## src/rtl/muldiv_sequencer_pkg.sv

```systemverilog
// Shared types for the HI/LO multiply/divide sequencer: op codes, FSM states
// and the instruction decode helper that lets the decoder drive start_i/op_i.
package muldiv_sequencer_pkg;

   typedef enum logic [2:0] {
      MD_MULT  = 3'd0,
      MD_MULTU = 3'd1,
      MD_DIV   = 3'd2,
      MD_DIVU  = 3'd3,
      MD_MTHI  = 3'd4,
      MD_MTLO  = 3'd5
   } muldiv_op_t;

   typedef enum logic [1:0] {
      ST_IDLE     = 2'd0,
      ST_MUL_WAIT = 2'd1,
      ST_DIV_ITER = 2'd2,
      ST_DIV_FIX  = 2'd3
   } muldiv_state_t;

   typedef logic [5:0] opcode_t;
   typedef logic [5:0] func_t;

   localparam opcode_t OPC_SPECIAL = 6'h00;
   localparam func_t   FN_MTHI     = 6'h11;
   localparam func_t   FN_MTLO     = 6'h13;
   localparam func_t   FN_MULT     = 6'h18;
   localparam func_t   FN_MULTU    = 6'h19;
   localparam func_t   FN_DIV      = 6'h1A;
   localparam func_t   FN_DIVU     = 6'h1B;

   typedef struct packed {
      logic       valid;
      muldiv_op_t op;
   } muldiv_dec_t;

   // Maps a SPECIAL-class instruction onto a muldiv op; valid=0 for anything else.
   function automatic muldiv_dec_t muldiv_decode(input opcode_t opcode, input func_t func);
      muldiv_dec_t d;
      d.valid = 1'b0;
      d.op    = MD_MULT;
      if (opcode == OPC_SPECIAL) begin
         case (func)
            FN_MTHI:  begin d.valid = 1'b1; d.op = MD_MTHI;  end
            FN_MTLO:  begin d.valid = 1'b1; d.op = MD_MTLO;  end
            FN_MULT:  begin d.valid = 1'b1; d.op = MD_MULT;  end
            FN_MULTU: begin d.valid = 1'b1; d.op = MD_MULTU; end
            FN_DIV:   begin d.valid = 1'b1; d.op = MD_DIV;   end
            FN_DIVU:  begin d.valid = 1'b1; d.op = MD_DIVU;  end
            default:  ;
         endcase
      end
      return d;
   endfunction

endpackage

```

## src/rtl/muldiv_sequencer_if.sv

```systemverilog
// Execute-stage <-> muldiv sequencer handshake bundle.
interface muldiv_sequencer_if;
   import muldiv_sequencer_pkg::*;

   logic        start_i;
   muldiv_op_t  op_i;
   logic [31:0] rs_i;
   logic [31:0] rt_i;
   logic        flush_i;
   logic        mf_req_i;
   logic        ready_o;
   logic        busy_o;
   logic        stall_o;
   logic        done_o;
   logic [31:0] hi_o;
   logic [31:0] lo_o;

   modport master (
      output start_i, op_i, rs_i, rt_i, flush_i, mf_req_i,
      input  ready_o, busy_o, stall_o, done_o, hi_o, lo_o
   );

   modport slave (
      input  start_i, op_i, rs_i, rt_i, flush_i, mf_req_i,
      output ready_o, busy_o, stall_o, done_o, hi_o, lo_o
   );
endinterface

```

## src/rtl/muldiv_sequencer_div_core.sv

```systemverilog
// Unsigned radix-2 restoring divider, one quotient bit per step.
// The remainder never exceeds the divisor, so 32 bits of remainder plus a
// 33-bit shifted trial value cover the full unsigned range.
module muldiv_sequencer_div_core #(
   parameter int DIV_STEPS = 32
) (
   input  logic        clk,
   input  logic        reset_ni,
   input  logic        load_i,
   input  logic        step_i,
   input  logic [31:0] dividend_i,
   input  logic [31:0] divisor_i,
   output logic [31:0] quotient_o,
   output logic [31:0] remainder_o,
   output logic        last_step_o
);

   logic [31:0] quo_q;
   logic [31:0] rem_q;
   logic [31:0] dvs_q;
   logic [5:0]  cnt_q;
   logic [32:0] shifted;
   logic        ge;
   logic [31:0] sub;

   // Trial subtraction for the current step.
   always_comb begin
      shifted = {rem_q, quo_q[31]};
      ge      = (shifted >= {1'b0, dvs_q});
      sub     = shifted[31:0] - dvs_q;
   end

   // Operand load, then one shift/subtract per step.
   always_ff @(posedge clk or negedge reset_ni) begin
      if (!reset_ni) begin
         quo_q <= '0;
         rem_q <= '0;
         dvs_q <= '0;
         cnt_q <= '0;
      end else if (load_i) begin
         quo_q <= dividend_i;
         rem_q <= '0;
         dvs_q <= divisor_i;
         cnt_q <= '0;
      end else if (step_i) begin
         rem_q <= ge ? sub : shifted[31:0];
         quo_q <= {quo_q[30:0], ge};
         cnt_q <= cnt_q + 6'd1;
      end
   end

   assign quotient_o  = quo_q;
   assign remainder_o = rem_q;
   assign last_step_o = (cnt_q == 6'(DIV_STEPS - 1));

endmodule

```

## src/rtl/muldiv_sequencer.sv

```systemverilog
// HI/LO owner: sequences the fixed-latency multiplier and iterative divider,
// stalls MFHI/MFLO and new ops while busy.
//
// state       | meaning
// ST_IDLE     | ready; MTHI/MTLO and divide-by-zero complete here
// ST_MUL_WAIT | product registered, counting down to HI/LO writeback
// ST_DIV_ITER | one restoring divider step per edge (32 edges)
// ST_DIV_FIX  | apply signs, write HI/LO, pulse done
module muldiv_sequencer
   import muldiv_sequencer_pkg::*;
#(
   parameter int MULT_LATENCY = 4,
   parameter int DIV_STEPS    = 32
) (
   input logic               clk,
   input logic               reset_ni,
   muldiv_sequencer_if.slave bus
);

   muldiv_state_t state_q, state_d;
   logic [31:0]   hi_q, hi_d, lo_q, lo_d;
   logic [63:0]   prod_q, prod_d;
   logic [3:0]    mcnt_q, mcnt_d;
   logic          done_q, done_d;
   logic          q_neg_q, q_neg_d, r_neg_q, r_neg_d;
   logic          busy;
   logic          accept;
   logic          div_load, div_step, div_last;
   logic          op_signed;
   logic [31:0]   rs_mag, rt_mag;
   logic [31:0]   quo, rem;
   logic [63:0]   ext_a, ext_b;

   assign accept    = bus.start_i && !bus.flush_i && (state_q == ST_IDLE);
   assign op_signed = (bus.op_i == MD_MULT) || (bus.op_i == MD_DIV);
   assign ext_a     = {{32{op_signed & bus.rs_i[31]}}, bus.rs_i};
   assign ext_b     = {{32{op_signed & bus.rt_i[31]}}, bus.rt_i};
   assign rs_mag    = (op_signed && bus.rs_i[31]) ? (~bus.rs_i + 32'd1) : bus.rs_i;
   assign rt_mag    = (op_signed && bus.rt_i[31]) ? (~bus.rt_i + 32'd1) : bus.rt_i;

   muldiv_sequencer_div_core #(.DIV_STEPS(DIV_STEPS)) u_div (
      .clk         (clk),
      .reset_ni    (reset_ni),
      .load_i      (div_load),
      .step_i      (div_step),
      .dividend_i  (rs_mag),
      .divisor_i   (rt_mag),
      .quotient_o  (quo),
      .remainder_o (rem),
      .last_step_o (div_last)
   );

   // State register.
   always_ff @(posedge clk or negedge reset_ni) begin
      if (!reset_ni) state_q <= ST_IDLE;
      else           state_q <= state_d;
   end

   // Next-state logic; flush always returns to idle.
   always_comb begin
      state_d = state_q;
      if (bus.flush_i) begin
         state_d = ST_IDLE;
      end else begin
         case (state_q)
            ST_IDLE: begin
               if (accept) begin
                  case (bus.op_i)
                     MD_MULT, MD_MULTU: state_d = ST_MUL_WAIT;
                     MD_DIV, MD_DIVU:   if (bus.rt_i != '0) state_d = ST_DIV_ITER;
                     default:           ;
                  endcase
               end
            end
            ST_MUL_WAIT: if (mcnt_q == '0) state_d = ST_IDLE;
            ST_DIV_ITER: if (div_last) state_d = ST_DIV_FIX;
            ST_DIV_FIX:  state_d = ST_IDLE;
            default:     state_d = ST_IDLE;
         endcase
      end
   end

   // Datapath next values: HI/LO commits, product, countdown, divider control.
   always_comb begin
      hi_d     = hi_q;
      lo_d     = lo_q;
      prod_d   = prod_q;
      mcnt_d   = mcnt_q;
      done_d   = 1'b0;
      q_neg_d  = q_neg_q;
      r_neg_d  = r_neg_q;
      div_load = 1'b0;
      div_step = 1'b0;
      if (!bus.flush_i) begin
         case (state_q)
            ST_IDLE: begin
               if (accept) begin
                  case (bus.op_i)
                     MD_MTHI: hi_d = bus.rs_i;
                     MD_MTLO: lo_d = bus.rs_i;
                     MD_MULT, MD_MULTU: begin
                        prod_d = ext_a * ext_b;
                        mcnt_d = 4'(MULT_LATENCY - 1);
                     end
                     MD_DIV, MD_DIVU: begin
                        if (bus.rt_i == '0) begin
                           hi_d   = '0;
                           lo_d   = '0;
                           done_d = 1'b1;
                        end else begin
                           div_load = 1'b1;
                           q_neg_d  = op_signed & (bus.rs_i[31] ^ bus.rt_i[31]);
                           r_neg_d  = op_signed & bus.rs_i[31];
                        end
                     end
                     default: ;
                  endcase
               end
            end
            ST_MUL_WAIT: begin
               if (mcnt_q == '0) begin
                  hi_d   = prod_q[63:32];
                  lo_d   = prod_q[31:0];
                  done_d = 1'b1;
               end else begin
                  mcnt_d = mcnt_q - 4'd1;
               end
            end
            ST_DIV_ITER: div_step = 1'b1;
            ST_DIV_FIX: begin
               lo_d   = q_neg_q ? (~quo + 32'd1) : quo;
               hi_d   = r_neg_q ? (~rem + 32'd1) : rem;
               done_d = 1'b1;
            end
            default: ;
         endcase
      end
   end

   // Datapath registers.
   always_ff @(posedge clk or negedge reset_ni) begin
      if (!reset_ni) begin
         hi_q    <= '0;
         lo_q    <= '0;
         prod_q  <= '0;
         mcnt_q  <= '0;
         done_q  <= 1'b0;
         q_neg_q <= 1'b0;
         r_neg_q <= 1'b0;
      end else begin
         hi_q    <= hi_d;
         lo_q    <= lo_d;
         prod_q  <= prod_d;
         mcnt_q  <= mcnt_d;
         done_q  <= done_d;
         q_neg_q <= q_neg_d;
         r_neg_q <= r_neg_d;
      end
   end

   // Handshake outputs derived from state.
   always_comb begin
      busy        = (state_q != ST_IDLE);
      bus.busy_o  = busy;
      bus.ready_o = !busy;
      bus.stall_o = (bus.mf_req_i || bus.start_i) && busy;
   end

   assign bus.done_o = done_q;
   assign bus.hi_o   = hi_q;
   assign bus.lo_o   = lo_q;

endmodule

```

## src/flat_wrapper.sv

```systemverilog
// flat-port wrapper written by rule: the top's interface ports become plain ports
module muldiv_sequencer_flat import muldiv_sequencer_pkg::*;
#(
   parameter int MULT_LATENCY = 4,
   parameter int DIV_STEPS    = 32
)
  (clk, reset_ni, bus_start_i, bus_op_i, bus_rs_i, bus_rt_i, bus_flush_i, bus_mf_req_i, bus_ready_o, bus_busy_o, bus_stall_o, bus_done_o, bus_hi_o, bus_lo_o);
  muldiv_sequencer_if bus_i ();
  input logic clk;
  input logic reset_ni;
  input wire logic [$bits(bus_i.start_i)-1:0] bus_start_i;
  input wire logic [$bits(bus_i.op_i)-1:0] bus_op_i;
  input wire logic [$bits(bus_i.rs_i)-1:0] bus_rs_i;
  input wire logic [$bits(bus_i.rt_i)-1:0] bus_rt_i;
  input wire logic [$bits(bus_i.flush_i)-1:0] bus_flush_i;
  input wire logic [$bits(bus_i.mf_req_i)-1:0] bus_mf_req_i;
  output wire logic [$bits(bus_i.ready_o)-1:0] bus_ready_o;
  output wire logic [$bits(bus_i.busy_o)-1:0] bus_busy_o;
  output wire logic [$bits(bus_i.stall_o)-1:0] bus_stall_o;
  output wire logic [$bits(bus_i.done_o)-1:0] bus_done_o;
  output wire logic [$bits(bus_i.hi_o)-1:0] bus_hi_o;
  output wire logic [$bits(bus_i.lo_o)-1:0] bus_lo_o;
  assign bus_i.start_i = bus_start_i;
  assign bus_i.op_i = bus_op_i;
  assign bus_i.rs_i = bus_rs_i;
  assign bus_i.rt_i = bus_rt_i;
  assign bus_i.flush_i = bus_flush_i;
  assign bus_i.mf_req_i = bus_mf_req_i;
  assign bus_ready_o = bus_i.ready_o;
  assign bus_busy_o = bus_i.busy_o;
  assign bus_stall_o = bus_i.stall_o;
  assign bus_done_o = bus_i.done_o;
  assign bus_hi_o = bus_i.hi_o;
  assign bus_lo_o = bus_i.lo_o;
  muldiv_sequencer #(.MULT_LATENCY(MULT_LATENCY), .DIV_STEPS(DIV_STEPS)) u_core (.clk(clk), .reset_ni(reset_ni), .bus(bus_i));
endmodule
```

## config.mk

```make
export PLATFORM = sky130hd
export DESIGN_NAME = muldiv_sequencer_flat
export DESIGN_NICKNAME = d
export VERILOG_FILES = /design/src/rtl/muldiv_sequencer_pkg.sv /design/src/rtl/muldiv_sequencer_if.sv /design/src/rtl/muldiv_sequencer_div_core.sv /design/src/rtl/muldiv_sequencer.sv /design/src/flat_wrapper.sv
export SDC_FILE = /design/constraint.sdc
export NUM_CORES = 2
export LEC_CHECK = 0
export ABC_AREA = 1
export CAP_MARGIN = 40
export CORE_MARGIN = 2
export CORE_UTILIZATION = 35
export CTS_CLUSTER_DIAMETER = 50
export DETAILED_ROUTE_END_ITERATION = 8
export PLACE_DENSITY = 0.53
export RECOVER_POWER = 25
export SLEW_MARGIN = 5
export SYNTH_ARGS = -nofsm -noshare
export SYNTH_HDL_FRONTEND = slang
export SYNTH_SLANG_ARGS = --single-unit
export TNS_END_PERCENT = 5
```

## constraint.sdc

```tcl
create_clock -name clk -period 2.3 [get_ports clk]
set_input_delay 0.46 -clock clk [delete_from_list [all_inputs] [get_ports clk]]
set_output_delay 0.46 -clock clk [all_outputs]
set_load 0.02 [all_outputs]
```

## Yosys cells after proc, flatten, opt, wreduce, memory -nomap -nowiden

Cells that the tools add are included.

- Bits in registers: 239
- Input bits: 72
- Word-level logic and storage cells: 122

- Add/subtract/negate cells: 7
- Multiply operators: 1
- $lt $le $gt $ge: 1
- Eq/ne operators: 21
- Mux-type cells: 44
- Bitwise logic cells: 10
- Reduce and logical (&&, ||, !) cells: 26

Operators with widths:

| operator | number |
|---|---|
| 2-to-1 mux 32 bit | 14 |
| case mux 32 bit (3 select lines) | 2 |
| adder 32 x 1 -> 32 bit, second input constant | 4 |
| NOT 32 bit | 4 |
| case mux 32 bit (2 select lines) | 2 |
| multiplier 33 x 33 -> 64 bit | 1 |
| greater-or-equal comparator 33 x 32 -> 1 bit | 1 |
| logical NOT 32 bit | 1 |
| nonzero test 32 bit | 1 |
| subtractor 32 bit | 1 |
| AND reduction 5 bit | 3 |
| 2-to-1 mux 1 bit | 12 |
| 2-to-1 mux 4 bit | 3 |
| 2-to-1 mux 6 bit | 2 |
| AND reduction 6 bit | 2 |
| 2-to-1 mux 2 bit | 5 |
| inequality test 3 x 2 -> 1 bit, second input constant | 3 |
| inequality test 3 bit, second input constant | 3 |
| inequality test 4 bit, second input constant | 2 |
| case mux 2 bit (4 select lines) | 1 |
| case mux 4 bit (2 select lines) | 1 |
| adder 6 x 1 -> 6 bit, second input constant | 1 |
| equality test 3 x 2 -> 1 bit, second input constant | 2 |
| equality test 3 bit, second input constant | 2 |
| other kinds (22) | 37 |

## Longest topological paths before layout

- Depth in word-level cells: 7
- Gate-level depth with buffers: 34
- Gate-level depth less buffers: 32

## By module

Synthesis repeated with hierarchy kept, for this count alone.

- Cells, all modules: 7722
- Area total of the unflattened synthesis: 56962.1 um^2

Modules (own cells, without submodules):

| module | instances | cells an instance | area each (um^2) | seq. area each (um^2) |
|---|---|---|---|---|
| muldiv_sequencer | 1 | 6627 | 49751.5 | 3428.3 |
| muldiv_sequencer_div_core | 1 | 1095 | 7210.7 | 2552.4 |

## Least setup slack after synthesis

OpenSTA, ideal clock, no wires.

- Path type: in2reg
- Start: input bus_op_i[2]
- End: register u_core.prod_q[63]
- Library setup time: 118 ps
- Data arrival time: 7405 ps
- Slack: -5223 ps
- Cell stages on the path: 30
- Path buffers: 2
- Path through: buf_2 > nor2_4 > inv_2 > clkbuf_1 > nor2_1 > fa_1 > inv_1 > fa_1 > inv_1 > fa_1 > inv_1 > fa_1 > fa_1 > inv_1 > fa_1 > inv_1 > fa_1 > fa_1 > inv_1 > ha_1 > nand2_1 > nor3_1 > nand2_1 > nor2_1 > and2_1 > nand2_1 > nand2_1 > nand3_1 > nand3_1 > nand2_1

- Longest elaborated chain between the ends: 4

RTL lines:

| item | line | source |
|---|---|---|
| start, declared | flat_wrapper.sv:12 | `input wire logic [$bits(bus_i.op_i)-1:0] bus_op_i;` |
| equality test 3 x 2 -> 1 bit or logical NOT 3 bit (tied branches) | muldiv_sequencer.sv:35, muldiv_sequencer.sv:98 |  |
| logical OR 1 bit | muldiv_sequencer.sv:35 | `assign op_signed = (bus.op_i == MD_MULT) \|\| (bus.op_i == MD_DIV);` |
| AND 1 bit (on tied branches) | muldiv_sequencer.sv:36, muldiv_sequencer.sv:37 |  |
| multiplier 33 x 33 -> 64 bit | muldiv_sequencer.sv:102 | `prod_d = ext_a * ext_b;` |
| end signal, assigned | muldiv_sequencer.sv:153 | `prod_q <= prod_d;` |
| end, declared | muldiv_sequencer.sv:22 | `logic [63:0] prod_q, prod_d;` |

Several ways; a longest one is shown, not always the timed one.
A chain may end at the register's enable or synchronous reset.

## Final worst setup path

- Start: input bus_op_i[0]
- End: register u_core.prod_q[62]

The elaborated chain is that of the path after synthesis.

==> impl_metrics.tcl <==
set metrics [dict create \
    hold_class "reg2reg" \
    num_vias 51700 \
    place_ws_ps -5890 \
    design.core.area_um2 161000 \
    grt_first_pass_wirelength_um 342000 \
    violations "setup timing" \
    period_needed_ps 6770 \
    status "complete, but fails checks" \
    grt_usage 0.277 \
    synth_top_area_cell "fa_1" \
    timing_hold_violations_final 0 \
    ant_nets 0 \
    critPathRequiredTime_ps 2750 \
    rows 147 \
    cp_max_fo 8 \
    via_per_inst 4.83 \
    fin_nets 9965 \
    drt_first_pass_iters 9 \
    ys_ff_latch 239 \
    arrival_ps 7220 \
    fmax_mhz 148 \
    postSynthCellCount 7632 \
    async_reset_ff_frac 1.00 \
    synth.distinct_cells 54 \
    netlist_top_cells_area "fa_1 (40%), nand2_1 (15%), inv_1 (12%), dfrtp_1 (11%), ha_1 (5.6%)" \
    htreeDepth 2 \
    finalMaxSlewViolations 0 \
    cts_tree "done" \
    cp-end-kind "flop" \
    seq_area_um2 5980 \
    multi_input_area_um2 44600 \
    grt_overflow 0 \
    cpMostUsedCell "fa_1" \
    fp.dieW_um 406 \
    rsz0062_at_grt "yes" \
    fillers 16300 \
    hpwl_um 190000 \
    drive_gt1_frac 0.201 \
    critPathKind "in2reg" \
    cp-start-kind "primary input" \
    synth_top_area_share 0.398 \
    drt-met1-wl_um 96000 \
    synth_ff_type "dfrtp_1" \
    syn_nets 9082 \
    cts_buffers 43 \
    drc 0 \
    wl_met3_um 13600 \
    yosysMostFrequentCell "nand2_1" \
    cts_buffer_depth 3 \
    syn_avg_cell_area_um2 7.43 \
    start_util 0.353 \
    die_area_um2 165000 \
    routedWlPerCell_um 20.9 \
    slew_headroom 0.0999 \
    ys_seq_area_frac 0.105 \
    finalSetupViolCount 63 \
    routed_wl_um 224000 \
    syn_area_um2 56700 \
    antenna_found_initial 16 \
    crit_path_top_delay_cell "fa_2" \
    grt_pass1_vias 54800 \
    io_pins 140 \
    area_growth_pct 28.4 \
    synth_edf_count 0 \
    cap_violations 0 \
    fin_crit_sh 2.94 \
    tightest_slew_ps 1350 \
    grt_max_degree 65 \
    clock_latency_ps 580 \
    port_buffers 139 \
    maxUsedRoutingLayer "met5" \
    critical_path.max_stage_delay_ps 630 \
    clk_pin_slew_ps 50 \
    timing.final.ws_setup_ps -4470 \
    synthTopCellsByCount "nand2_1 (2294), inv_1 (1886), fa_1 (1126), nand3_1 (381), nor2_1 (362)" \
    wl_met2_um 107000 \
    fin_worst_skew_ps 18.6 \
    drt_iter0_drc 3448 \
    cts.sinks 239 \
    die_y_um 406 \
    root_buffer "clkbuf_16" \
    place.gp.congestion 0.988 \
    yosys_warnings 0 \
    ff2ff_setup_slack_ps -10 \
]
==> critical path, delay by kind of cell <==
family / cells / cell delay [ps]
adder cells (fa/ha/maj): 9 / 4600
buffers and inverters: 13 / 1180
AND/OR/NAND/NOR: 10 / 950
==> metal layers <==
layer / up-vias / GRT usage
met5: - / 0
met2: 1481 / 0.471
met4: 6 / 0.0754
met1: 26000 / 0.370
li1: 24000 / -
met3: 292 / 0.0374
==> sequential cells by signal (all words and copies together), names as in the netlist <==
name,cells
u_core.u_div.cnt_q,6
u_core.prod_q,64
u_core.q_neg_q,1
u_core.state_q,2
u_core.bus.done_o,1
u_core.u_div.quotient_o,32
u_core.mcnt_q,4
u_core.r_neg_q,1
u_core.bus.hi_o,32
u_core.u_div.remainder_o,32
u_core.bus.lo_o,32
u_core.u_div.dvs_q,32
==> per-stage QoR <==
step	setup TNS [ps]	cell area, um^2	hold slack [ps]	util	std cells
2_1_floorplan	-242340	57000	164	-	7632
3_3_place_gp	-474060	68100	412	0.423	10600
3_5_place_dp	-477690	68100	410	0.423	10600
4_1_cts	-233460	71900	390	0.447	10700
5_1_grt	-249950	72800	502	0.453	10700
6_report	-229690	72800	478	0.453	10700
==> timing repair <==
item | 4_1_cts | 5_1_grt
hold endpoints to repair | 37 | 0
resized for setup | 485 | 211
hold buffers | 1 | 0
pin swaps | 98 | 70
setup buffers | 32 | 8
setup endpoints to repair | 234 | 180
cloned | 12 | 0
==> final timing paths <==
check	endpoint	cells past startpoint	from
hold / removal	u_core.prod_q[1]	2	u_core.prod_q[1]
min in group asynchronous	u_core.u_div.remainder_o[30]	2	reset_ni
max in group asynchronous	u_core.u_div.quotient_o[31]	3	reset_ni
setup / recovery	u_core.prod_q[62]	32	bus_op_i[0]
hold reg to reg	u_core.prod_q[1]	2	u_core.prod_q[1]
setup reg to reg	u_core.u_div.remainder_o[16]	13	u_core.u_div.quotient_o[31]
==> layout make-up <==
cell class / instances / share of cell area
Tap cell: 2160 / 0.0371
Antenna cell: 2 / 0.0000687
Clock inverter: 31 / 0.00498
Sequential cell: 239 / 0.0822
Timing Repair Buffer: 1191 / 0.150
Clock buffer: 48 / 0.0156
Multi-Input combinational cell: 5141 / 0.612
Inverter: 1899 / 0.0983
==> cells by family after synthesis <==
group                    after synthesis  synth area share
buffers and inverters               2252             0.151
AND/OR/NAND/NOR                     3228             0.232
adder cells (fa/ha/maj)             1378             0.453
XOR/XNOR                              84            0.0130
AO/OA/AOI/OAI                        451            0.0452
flip-flops                           239             0.105
==> cells in the final DEF (no fill, tap or decap), types with 9 or more instances in the layout <==
cell and n:
nor3_2 9, nor2_4 46, dfrtp_1 236, buf_6 42, buf_2 36, fa_1 1090
xor2_1 48, o211ai_1 20, nand2_4 14, or2_2 16, a21oi_1 128, fa_2 36
nand3_2 23, nand3b_1 15, o21ai_1 31, o21ai_2 12, ha_1 174, xnor2_1 29
o21ai_0 127, nand4_1 56, nor2_1 271, a21oi_2 44, nor4_1 10, inv_2 44
nor3_1 41, buf_12 108, o221ai_1 20, clkbuf_16 44, ha_4 75, nand2_2 91
o21bai_1 15, nor2_2 59, nand2_1 2195, inv_1 1849, buf_4 905, nand3_1 357
clkdlybuf4s50_1 71
Power is not shown: default switching activity piles up to over one toggle a cycle in this logic, so the estimate is an artifact.
